<file path="config.mk">
export PLATFORM = sky130hd
export DESIGN_NAME = risc_mem_arbiter
export DESIGN_NICKNAME = d
export VERILOG_FILES = /design/src/rtl/risc_arb_pkg.sv /design/src/rtl/risc_arb_starve_ctr.sv /design/src/rtl/risc_mem_arbiter.sv
export SDC_FILE = /design/constraint.sdc
export NUM_CORES = 1
export LEC_CHECK = 0
export ABC_CLOCK_PERIOD_IN_PS = 3900
export BUFFER_PORTS_ARGS = -buffer_cell sky130_fd_sc_hd__buf_2
export CORE_ASPECT_RATIO = 0.8
export CORE_MARGIN = 10
export CORE_UTILIZATION = 50
export CTS_CLUSTER_SIZE = 25
export DETAILED_ROUTE_END_ITERATION = 8
export PLACE_DENSITY = 0.84
export SLEW_MARGIN = 20
export SYNTH_ARGS = -nofsm -noshare
export SYNTH_HDL_FRONTEND = slang
export SYNTH_SLANG_ARGS = --single-unit
</file>
<file path="constraint.sdc">
create_clock -name i_clk -period 3.9 [get_ports i_clk]
set_input_delay 0.39 -clock i_clk [delete_from_list [all_inputs] [get_ports i_clk]]
set_output_delay 0.39 -clock i_clk [all_outputs]
set_load 0.1 [all_outputs]
</file>
<file path="src/rtl/risc_arb_pkg.sv">
// Shared types and defaults for the RISC instruction/data memory arbiter.
//   arb_state_e : arbiter FSM state encoding
//   arb_owner_e : which requester owns the in-flight transaction
//   ARB_AW/DW   : default address/data widths
package risc_arb_pkg;

  localparam int unsigned ARB_AW = 32;
  localparam int unsigned ARB_DW = 32;

  typedef enum logic [1:0] {
    IDLE  = 2'd0,
    ISSUE = 2'd1,
    WAIT  = 2'd2,
    RESP  = 2'd3
  } arb_state_e;

  typedef enum logic [1:0] {
    OWN_NONE = 2'd0,
    OWN_IF   = 2'd1,
    OWN_D    = 2'd2
  } arb_owner_e;

endpackage

</file>
<file path="src/rtl/risc_arb_starve_ctr.sv">
// Saturating starvation counter for the fetch requester.
// Counts data grants issued while fetch is also waiting; once the count
// reaches STARVE_LIMIT, o_force_fetch makes fetch win the next collision.
// Ports:
//   i_clk, i_arst_n : clock, async active-low reset
//   i_idle          : arbiter FSM is in IDLE
//   i_if_req        : fetch request pending
//   i_if_grant      : fetch granted this cycle
//   i_d_grant       : data granted this cycle
//   o_force_fetch   : count has reached STARVE_LIMIT
module risc_arb_starve_ctr #(
  parameter int unsigned STARVE_LIMIT = 4
) (
  input  logic i_clk,
  input  logic i_arst_n,
  input  logic i_idle,
  input  logic i_if_req,
  input  logic i_if_grant,
  input  logic i_d_grant,
  output logic o_force_fetch
);

  localparam int unsigned CW = (STARVE_LIMIT < 1) ? 1 : $clog2(STARVE_LIMIT + 1);
  localparam logic [CW-1:0] LIMIT = CW'(STARVE_LIMIT);

  logic [CW-1:0] r_cnt;

  always_ff @(posedge i_clk or negedge i_arst_n) begin
    if (!i_arst_n) begin
      r_cnt <= '0;
    end else if (i_if_grant) begin
      r_cnt <= '0;
    end else if (i_d_grant && i_if_req) begin
      if (r_cnt != LIMIT) begin
        r_cnt <= r_cnt + CW'(1);
      end
    end else if (i_idle && !i_if_req) begin
      // Fetch went away on its own: it is no longer being starved.
      r_cnt <= '0;
    end
  end

  assign o_force_fetch = (r_cnt == LIMIT);

endmodule

</file>
<file path="src/rtl/risc_mem_arbiter.sv">
// Arbiter sharing one single-port memory between instruction fetch (if_*)
// and load/store (d_*). One outstanding transaction; winner is latched in
// IDLE, issued in ISSUE, awaited in WAIT, and returned in RESP.
// Ports:
//   i_clk, i_arst_n          : clock, async active-low reset
//   i_if_* / o_if_*          : fetch request, Mealy grant, response
//   i_d_* / o_d_*            : load/store request, Mealy grant, response
//   o_m_* / i_m_*            : memory request/grant/response handshake
//   o_busy                   : FSM not in IDLE
//   o_err                    : timeout response flag, valid with rvalid
// Build option: define RISC_ARB_TIMEOUT_EN to add a watchdog that ends a
// transaction with o_err=1 after TIMEOUT_CYCLES cycles in ISSUE/WAIT.
module risc_mem_arbiter
  import risc_arb_pkg::*;
#(
  parameter int unsigned AW             = ARB_AW,
  parameter int unsigned DW             = ARB_DW,
  parameter int unsigned STARVE_LIMIT   = 4,
  parameter int unsigned TIMEOUT_CYCLES = 255
) (
  input  logic            i_clk,
  input  logic            i_arst_n,
  input  logic            i_if_req,
  input  logic [AW-1:0]   i_if_addr,
  output logic            o_if_gnt,
  output logic            o_if_rvalid,
  output logic [DW-1:0]   o_if_rdata,
  input  logic            i_d_req,
  input  logic            i_d_we,
  input  logic [AW-1:0]   i_d_addr,
  input  logic [DW-1:0]   i_d_wdata,
  input  logic [DW/8-1:0] i_d_be,
  output logic            o_d_gnt,
  output logic            o_d_rvalid,
  output logic [DW-1:0]   o_d_rdata,
  output logic            o_m_req,
  output logic            o_m_we,
  output logic [AW-1:0]   o_m_addr,
  output logic [DW-1:0]   o_m_wdata,
  output logic [DW/8-1:0] o_m_be,
  input  logic            i_m_gnt,
  input  logic            i_m_rvalid,
  input  logic [DW-1:0]   i_m_rdata,
  output logic            o_busy,
  output logic            o_err
);

  arb_state_e       r_state;
  arb_state_e       w_state_nxt;
  arb_owner_e       r_owner;
  logic [AW-1:0]    r_addr;
  logic             r_we;
  logic [DW-1:0]    r_wdata;
  logic [DW/8-1:0]  r_be;
  logic [DW-1:0]    r_if_rdata;
  logic [DW-1:0]    r_d_rdata;

  logic             w_grant_if;
  logic             w_grant_d;
  logic             w_capture;
  logic             w_timeout;
  logic             w_force_fetch;

  risc_arb_starve_ctr #(
    .STARVE_LIMIT (STARVE_LIMIT)
  ) u_starve_ctr (
    .i_clk         (i_clk),
    .i_arst_n      (i_arst_n),
    .i_idle        (r_state == IDLE),
    .i_if_req      (i_if_req),
    .i_if_grant    (w_grant_if),
    .i_d_grant     (w_grant_d),
    .o_force_fetch (w_force_fetch)
  );

  always_ff @(posedge i_clk or negedge i_arst_n) begin
    if (!i_arst_n) begin
      r_state <= IDLE;
    end else begin
      r_state <= w_state_nxt;
    end
  end

  always_comb begin
    w_state_nxt = r_state;
    w_grant_if  = 1'b0;
    w_grant_d   = 1'b0;
    w_capture   = 1'b0;
    case (r_state)
      IDLE: begin
        // Grants are Mealy; qualify with reset so no grant escapes while
        // the arbiter is held in reset.
        if (i_arst_n) begin
          if (i_if_req && (!i_d_req || w_force_fetch)) begin
            w_grant_if = 1'b1;
          end else if (i_d_req) begin
            w_grant_d = 1'b1;
          end
        end
        if (w_grant_if || w_grant_d) begin
          w_state_nxt = ISSUE;
        end
      end
      ISSUE: begin
        // m_rvalid without m_gnt is not ours and is ignored.
        if (i_m_gnt && i_m_rvalid) begin
          w_capture   = 1'b1;
          w_state_nxt = RESP;
        end else if (w_timeout) begin
          w_state_nxt = RESP;
        end else if (i_m_gnt) begin
          w_state_nxt = WAIT;
        end
      end
      WAIT: begin
        if (i_m_rvalid) begin
          w_capture   = 1'b1;
          w_state_nxt = RESP;
        end else if (w_timeout) begin
          w_state_nxt = RESP;
        end
      end
      RESP: begin
        w_state_nxt = IDLE;
      end
      default: begin
        w_state_nxt = IDLE;
      end
    endcase
  end

  always_ff @(posedge i_clk or negedge i_arst_n) begin
    if (!i_arst_n) begin
      r_owner    <= OWN_NONE;
      r_addr     <= '0;
      r_we       <= 1'b0;
      r_wdata    <= '0;
      r_be       <= '0;
      r_if_rdata <= '0;
      r_d_rdata  <= '0;
    end else begin
      if (w_grant_if) begin
        // Fetches are always full-word reads.
        r_owner <= OWN_IF;
        r_addr  <= i_if_addr;
        r_we    <= 1'b0;
        r_wdata <= '0;
        r_be    <= '1;
      end else if (w_grant_d) begin
        r_owner <= OWN_D;
        r_addr  <= i_d_addr;
        r_we    <= i_d_we;
        r_wdata <= i_d_wdata;
        r_be    <= i_d_be;
      end

      if (w_capture) begin
        if (r_owner == OWN_IF) begin
          r_if_rdata <= i_m_rdata;
        end else if ((r_owner == OWN_D) && !r_we) begin
          // Store acknowledges carry no data; d_rdata keeps the last load.
          r_d_rdata <= i_m_rdata;
        end
      end else if (w_timeout) begin
        if (r_owner == OWN_IF) begin
          r_if_rdata <= '0;
        end else if (r_owner == OWN_D) begin
          r_d_rdata <= '0;
        end
      end
    end
  end

`ifdef RISC_ARB_TIMEOUT_EN
  localparam int unsigned WW = $clog2(TIMEOUT_CYCLES + 1);
  localparam logic [WW-1:0] WDOG_LAST = WW'(TIMEOUT_CYCLES - 1);

  logic [WW-1:0] r_wdog;
  logic          r_err;

  // Fires on the TIMEOUT_CYCLES-th cycle spent in ISSUE/WAIT.
  assign w_timeout = ((r_state == ISSUE) || (r_state == WAIT)) && (r_wdog == WDOG_LAST);

  always_ff @(posedge i_clk or negedge i_arst_n) begin
    if (!i_arst_n) begin
      r_wdog <= '0;
      r_err  <= 1'b0;
    end else begin
      if ((r_state != ISSUE) && (w_state_nxt == ISSUE)) begin
        r_wdog <= '0;
      end else if (((r_state == ISSUE) || (r_state == WAIT)) && !w_timeout) begin
        r_wdog <= r_wdog + WW'(1);
      end
      // RESP is entered either with real data or by the watchdog.
      if ((r_state != RESP) && (w_state_nxt == RESP)) begin
        r_err <= !w_capture;
      end
    end
  end

  assign o_err = (r_state == RESP) && r_err;
`else
  // Watchdog not built; TIMEOUT_CYCLES is kept so both builds share one
  // parameter list.
  logic w_unused_timeout_cfg;
  assign w_unused_timeout_cfg = (TIMEOUT_CYCLES != 0);
  assign w_timeout = 1'b0;
  assign o_err     = 1'b0;
`endif

  assign o_if_gnt    = w_grant_if;
  assign o_d_gnt     = w_grant_d;
  assign o_if_rvalid = (r_state == RESP) && (r_owner == OWN_IF);
  assign o_d_rvalid  = (r_state == RESP) && (r_owner == OWN_D);
  assign o_if_rdata  = r_if_rdata;
  assign o_d_rdata   = r_d_rdata;

  assign o_m_req   = (r_state == ISSUE);
  assign o_m_we    = r_we;
  assign o_m_addr  = r_addr;
  assign o_m_wdata = r_wdata;
  assign o_m_be    = r_be;

  assign o_busy = (r_state != IDLE);

endmodule
</file>
---- Yosys cells after proc, flatten, opt, wreduce, memory -nomap -nowiden ----
Cells that the tools add are included.
storage, ports and cells
  bits in registers ....................... 140
  bits in latches ......................... 0
  RAM bits ................................ 0
  ROM bits ................................ 0
  memories kept ........................... 0
cells by class
  $add $sub $neg .......................... 1
  multipliers ............................. 0
  divide/modulo/power cells ............... 0
  $lt $le $gt $ge ......................... 0
  equal/unequal tests ..................... 11
  shift operators ......................... 0
  multiplexer cells ....................... 31
  bitwise logic cells ..................... 1
  reductions and logical operators ........ 20
operators with widths
  kind                                                    count
  2-to-1 mux 32 bit                                       4
  2-to-1 mux 1 bit                                        13
  2-to-1 mux 2 bit                                        6
  2-to-1 mux 3 bit                                        4
  2-to-1 mux 4 bit                                        2
  case mux 2 bit (4 select lines)                         1
  logical AND 1 bit                                       7
  equality test 2 bit (second input constant)             3
  inequality test 3 bit (second input constant)           2
  AND reduction 3 bit                                     2
  equality test 2 x 1 -> 1 bit (second input constant)    2
  inequality test 2 bit (second input constant)           2
  AND reduction 2 bit                                     2
  nonzero test 2 bit                                      2
  adder 3 x 1 -> 3 bit (second input constant)            1
  equality test 3 bit (second input constant)             1
  logical NOT 1 bit                                       3
  inequality test 3 x 1 -> 1 bit (second input constant)  1
  nonzero test 3 bit                                      1
  logical NOT 2 bit                                       1
  logical OR 1 bit                                        2
  case mux 1 bit (2 select lines)                         1
  NOT 1 bit                                               1

---- Logic depth before layout (Yosys ltp) ----
  word-level depth ........................ 10
  depth in mapped cells ................... 9

---- Cells and area by module ----
Synthesis repeated with hierarchy kept, for this count alone.
second synthesis, totals
  cell total of the unflattened synthesis .. 424
  area, all modules ....................... 5908.2 um^2
by module, submodules not included
  module               instances  cells each  area an instance (um^2)
  risc_mem_arbiter     1          403         5715.5
  risc_arb_starve_ctr  1          21          192.7

---- Worst setup path before layout ----
Ideal clock, no wire load.
  path kind ............................... register -> output
  start ................................... reg r_state[1]
  end ..................................... out o_if_rvalid
  data arrival time ....................... 2765 ps
  data required time ...................... 3510 ps
  slack ................................... 745 ps
  stages on the path, launching flop included .. 4
  path buffers ............................ 0
  path through ............................ dfrtp_1 ha_1 inv_1 nor3b_1
on the way
  word-level cells in the longest chain between the ends .. 2
RTL lines
  element                   line                     text
  start: declaration        risc_mem_arbiter.sv:48   arb_state_e r_state;
  start signal: assignment  risc_mem_arbiter.sv:80   r_state <= w_state_nxt;
  equality test 2 bit       risc_mem_arbiter.sv:213  assign o_if_rvalid = (r_state == RESP) && (r_owner == OWN_IF);
  logical AND 1 bit         risc_mem_arbiter.sv:213
  end: declaration          risc_mem_arbiter.sv:26   output logic o_if_rvalid,
No other way between the ends.

---- Worst setup path in the final report ----
  start ................................... reg r_state[0]
  end ..................................... out o_d_gnt
on the way
  word-level cells in the longest chain between the ends .. 2
RTL lines
  element            line                    text
  logical NOT 2 bit  risc_mem_arbiter.sv:89  case (r_state)
  2-to-1 mux 1 bit   risc_mem_arbiter.sv:89
  end: declaration   risc_mem_arbiter.sv:33  output logic o_d_gnt,
No other way between the ends.

==> results.md <==
## Placement
• **IO Port Bufs** 277
• **total half-perimeter wirelength after legalization and detailed placement** 13,300 um
• **RePlAce Congestion** 0.828
• **placed inst area** 7360 um2

## Route
• **routed via count divided by cell count** 5.51
• **average routed wire per standard cell** 20.8 um
• **drt first pass iters** 4
• **DR vias** 4,727
• **# DRC** 0
• **antenna viol nets, final** 0
• **count of routing violations after the opening detailed-route iteration** 245
• **Final Routed Wirelength** 17,900 um

## STA
• **final setup fails** 0
• **Final Skew** 8.06 ps
• **unrepaired setup endpoints after global routing** no
• **final hold vios** 0
• **maximum clock frequency** 311 MHz
• **final sum of negative setup slack** 0 ps
• **Worst Tran Pin Value** 814 ps
• **post-route clock period utilization** 82.4%
• **max-slew violation count** 0
• **max_slew headroom** 45.7%
• **time the final worst path needs with I/O delays and setup** 3210 ps

## Clocking
• **CTS H-tree depth** 4
• **Clock Latency Late Sink** 410 ps
• **CTS tree** done
• **Clock Pin Slew Worst Setup and Hold Paths** 60 ps
• **quantity of hold-fixing buffers added after cts** 1
• **clock buffers created by TritonCTS** 17
• **clock root buffer master** sky130_fd_sc_hd__clkbuf_16
• **clock tree buffer depth** 2
• **number of clock sinks** 140
• **post-cts resize count** 0
• **# Post-CTS Setup Buffers** 0

## Logic synthesis
• **net count after synthesis** 567
• **total of flip-flops plus latches after synthesis** 140
• **Avg Synthesized Cell Area** 14.0 um2
• **mux cell area share after synthesis** 12.4%
• **number of synthesis warnings** 0
• **most instantiated library cell after synthesis** sky130_fd_sc_hd__dfrtp_1
• **ranking of synthesized cells by instance count** 140 x sky130_fd_sc_hd__dfrtp_1, 57 x sky130_fd_sc_hd__mux2_2, 33 x sky130_fd_sc_hd__a22o_1, 33 x sky130_fd_sc_hd__nor3b_1
• **combinational family with the most area after synthesis** compound AO/OA/AOI/OAI gates
• **mapped cell area** 5900 um2
• **largest area contributor in the netlist** sky130_fd_sc_hd__dfrtp_1
• **share of the synthesized area in the top cell type** 59.4%
• **share of synthesized registers carrying an async set or reset** 100%
• **Cells after Synth** 421
• **leading register cell type out of synthesis** sky130_fd_sc_hd__dfrtp_1
• **share of synthesized cell area in full adder, half adder and majority cells** 1.48%
• **number of enable-type register cells in the synthesized netlist** 0
• **Synth cell types** 42
• **Area contributors post-synth** sky130_fd_sc_hd__dfrtp_1 59%, sky130_fd_sc_hd__mux2_2 11%, sky130_fd_sc_hd__a221o_1 5.4%
• **synthesized-area fraction occupied by xor and xnor cells** 0%
• **compound-cell area share of the yosys netlist** 13.3%
• **share of the yosys chip area belonging to registers** 59.4%
• **simple-gate share of the synthesized area** 9.58%

## Critical path
• **critical path data required time** 3510 ps
• **kind of end point of the critical path** primary output
• **Worst setup endpoint** o_d_gnt
• **startpoint of the worst setup timing path** r_state[0]
• **Worst R2R Path Depth** 6
• **data arrival time of the worst path** 2820 ps
• **worst reg2reg path endpoint** o_if_rdata[26]
• **register-to-register path setup slack** 1690 ps
• **critical path fanouts, max** 36
• **RR Startpoint** r_state[0]
• **worst setup path category** reg2out
• **type of element launching the critical path** flop

## Run status
• **run status** completed

## Hold path
• **Hold Startpoint** i_d_wdata[12]
• **min-delay worst type** in2reg
• **number of instances on the worst hold path** 2

## Global route
• **pin count of the biggest net entering global routing** 67
• **GR Util All Layers** 21.1%
• **number of global-route vias before repair** 5,168
• **gr ovfl total** 0
• **wire length of the first global-routing pass** 27,800 um
• **antenna violations before repair** 2

## Finish
• **Layout fillers** 820
• **ratio of cells with drive above 1 in the final layout** 54.2%
• **finished layout cell area** 8060 um2
• **final-stage net count** 842
• **layout overhead on the synthesized area** 36.5%

## Floorplanning
• **total die area** 16,600 um2
• **die extent in y** 117 um
• **Starting Density** 51.2%
• **core area** 11,500 um2
• **die width** 141 um
• **# rows** 35
• **Boundary Pins** 279

## Job
• **max-cap check violation count** 0

how the worst min path moves through the flow:
| stage | end | slack, ps |
|---|---|---|
| floorplan | o_d_rdata[0] | 90 |
| global placement | o_m_addr[20] | 300 |
| detailed placement | o_m_addr[15] | 300 |
| CTS | o_m_wdata[12] | 180 |
| global route | o_m_wdata[16] | 190 |
| finish | o_m_wdata[12] | 200 |
stage by stage:
stage	setup WS (ps)	std cells	utilization, %	hold slack, ps
after CTS	669	857	69.9	181
after detailed placement	1140	824	63.9	304
after global routing	505	858	70.0	192
after floorplan	745	421	-	94.4
after global placement	1260	824	63.9	300
final	687	858	70.0	199
final cells by class:
type	count	area [um2]	share of cell area (%)
tap	148	185	2.30
clock buffer	18	439	5.45
inverter	9	33.8	0.419
clock inverter	14	240	2.98
timing repair buffer	288	1480	18.3
multi-input combinational	240	2170	27.0
antenna	1	2.50	0.0311
sequential	140	3500	43.5
state kept, by name, summed over array words and instances, names as in the netlist:
| register | flops |
|---|---|
| r_owner | 2 |
| o_m_we | 1 |
| r_state | 2 |
| o_m_be | 4 |
| o_m_wdata | 32 |
| o_if_rdata | 32 |
| o_d_rdata | 32 |
| u_starve_ctr.r_cnt | 3 |
| o_m_addr | 32 |
critical path: stages, from the launching register on:
cell and delay (ps):
sky130_fd_sc_hd__dfrtp_1 420, sky130_fd_sc_hd__inv_1 140, sky130_fd_sc_hd__ha_1 350, sky130_fd_sc_hd__nand3_1 170, sky130_fd_sc_hd__a31o_2 300, sky130_fd_sc_hd__inv_2 480, sky130_fd_sc_hd__buf_2 540
kinds of logic after synthesis:
kind of cell             Yosys count
buffers and inverters             41
adder cells (fa/ha/maj)            7
other                              1
multiplexers                      65
flip-flops                       140
AO/OA/AOI/OAI                     87
AND/OR/NAND/NOR                   80
metal layers:
layer,vias to the layer above,part of all wire [%],global-route usage [%]
met3,36,9.0,7.78
met5,-,0.039,0
met4,2,2.8,8.97
met2,214,50,35.4
met1,2358,39,24.0
li1,2117,-,-
cell usage in the layout, fill, tap and decap left out, types with 4 or more instances in the layout:
master                      Yosys  final
sky130_fd_sc_hd__a221o_1       32     32
sky130_fd_sc_hd__a22o_1        33     33
sky130_fd_sc_hd__and2_1        32     32
sky130_fd_sc_hd__buf_2         11    276
sky130_fd_sc_hd__buf_4          3     10
sky130_fd_sc_hd__bufinv_16      0      6
sky130_fd_sc_hd__clkbuf_16      0     17
sky130_fd_sc_hd__dfrtp_1      140    140
sky130_fd_sc_hd__ha_1           7      7
sky130_fd_sc_hd__inv_1          8      8
sky130_fd_sc_hd__mux2_1         8      8
sky130_fd_sc_hd__mux2_2        57     57
sky130_fd_sc_hd__nor3b_1       33     33
sky130_fd_sc_hd__o22a_1         4      4
Power is not shown: default switching activity piles up to over one toggle a cycle in this logic, so the estimate is an artifact.
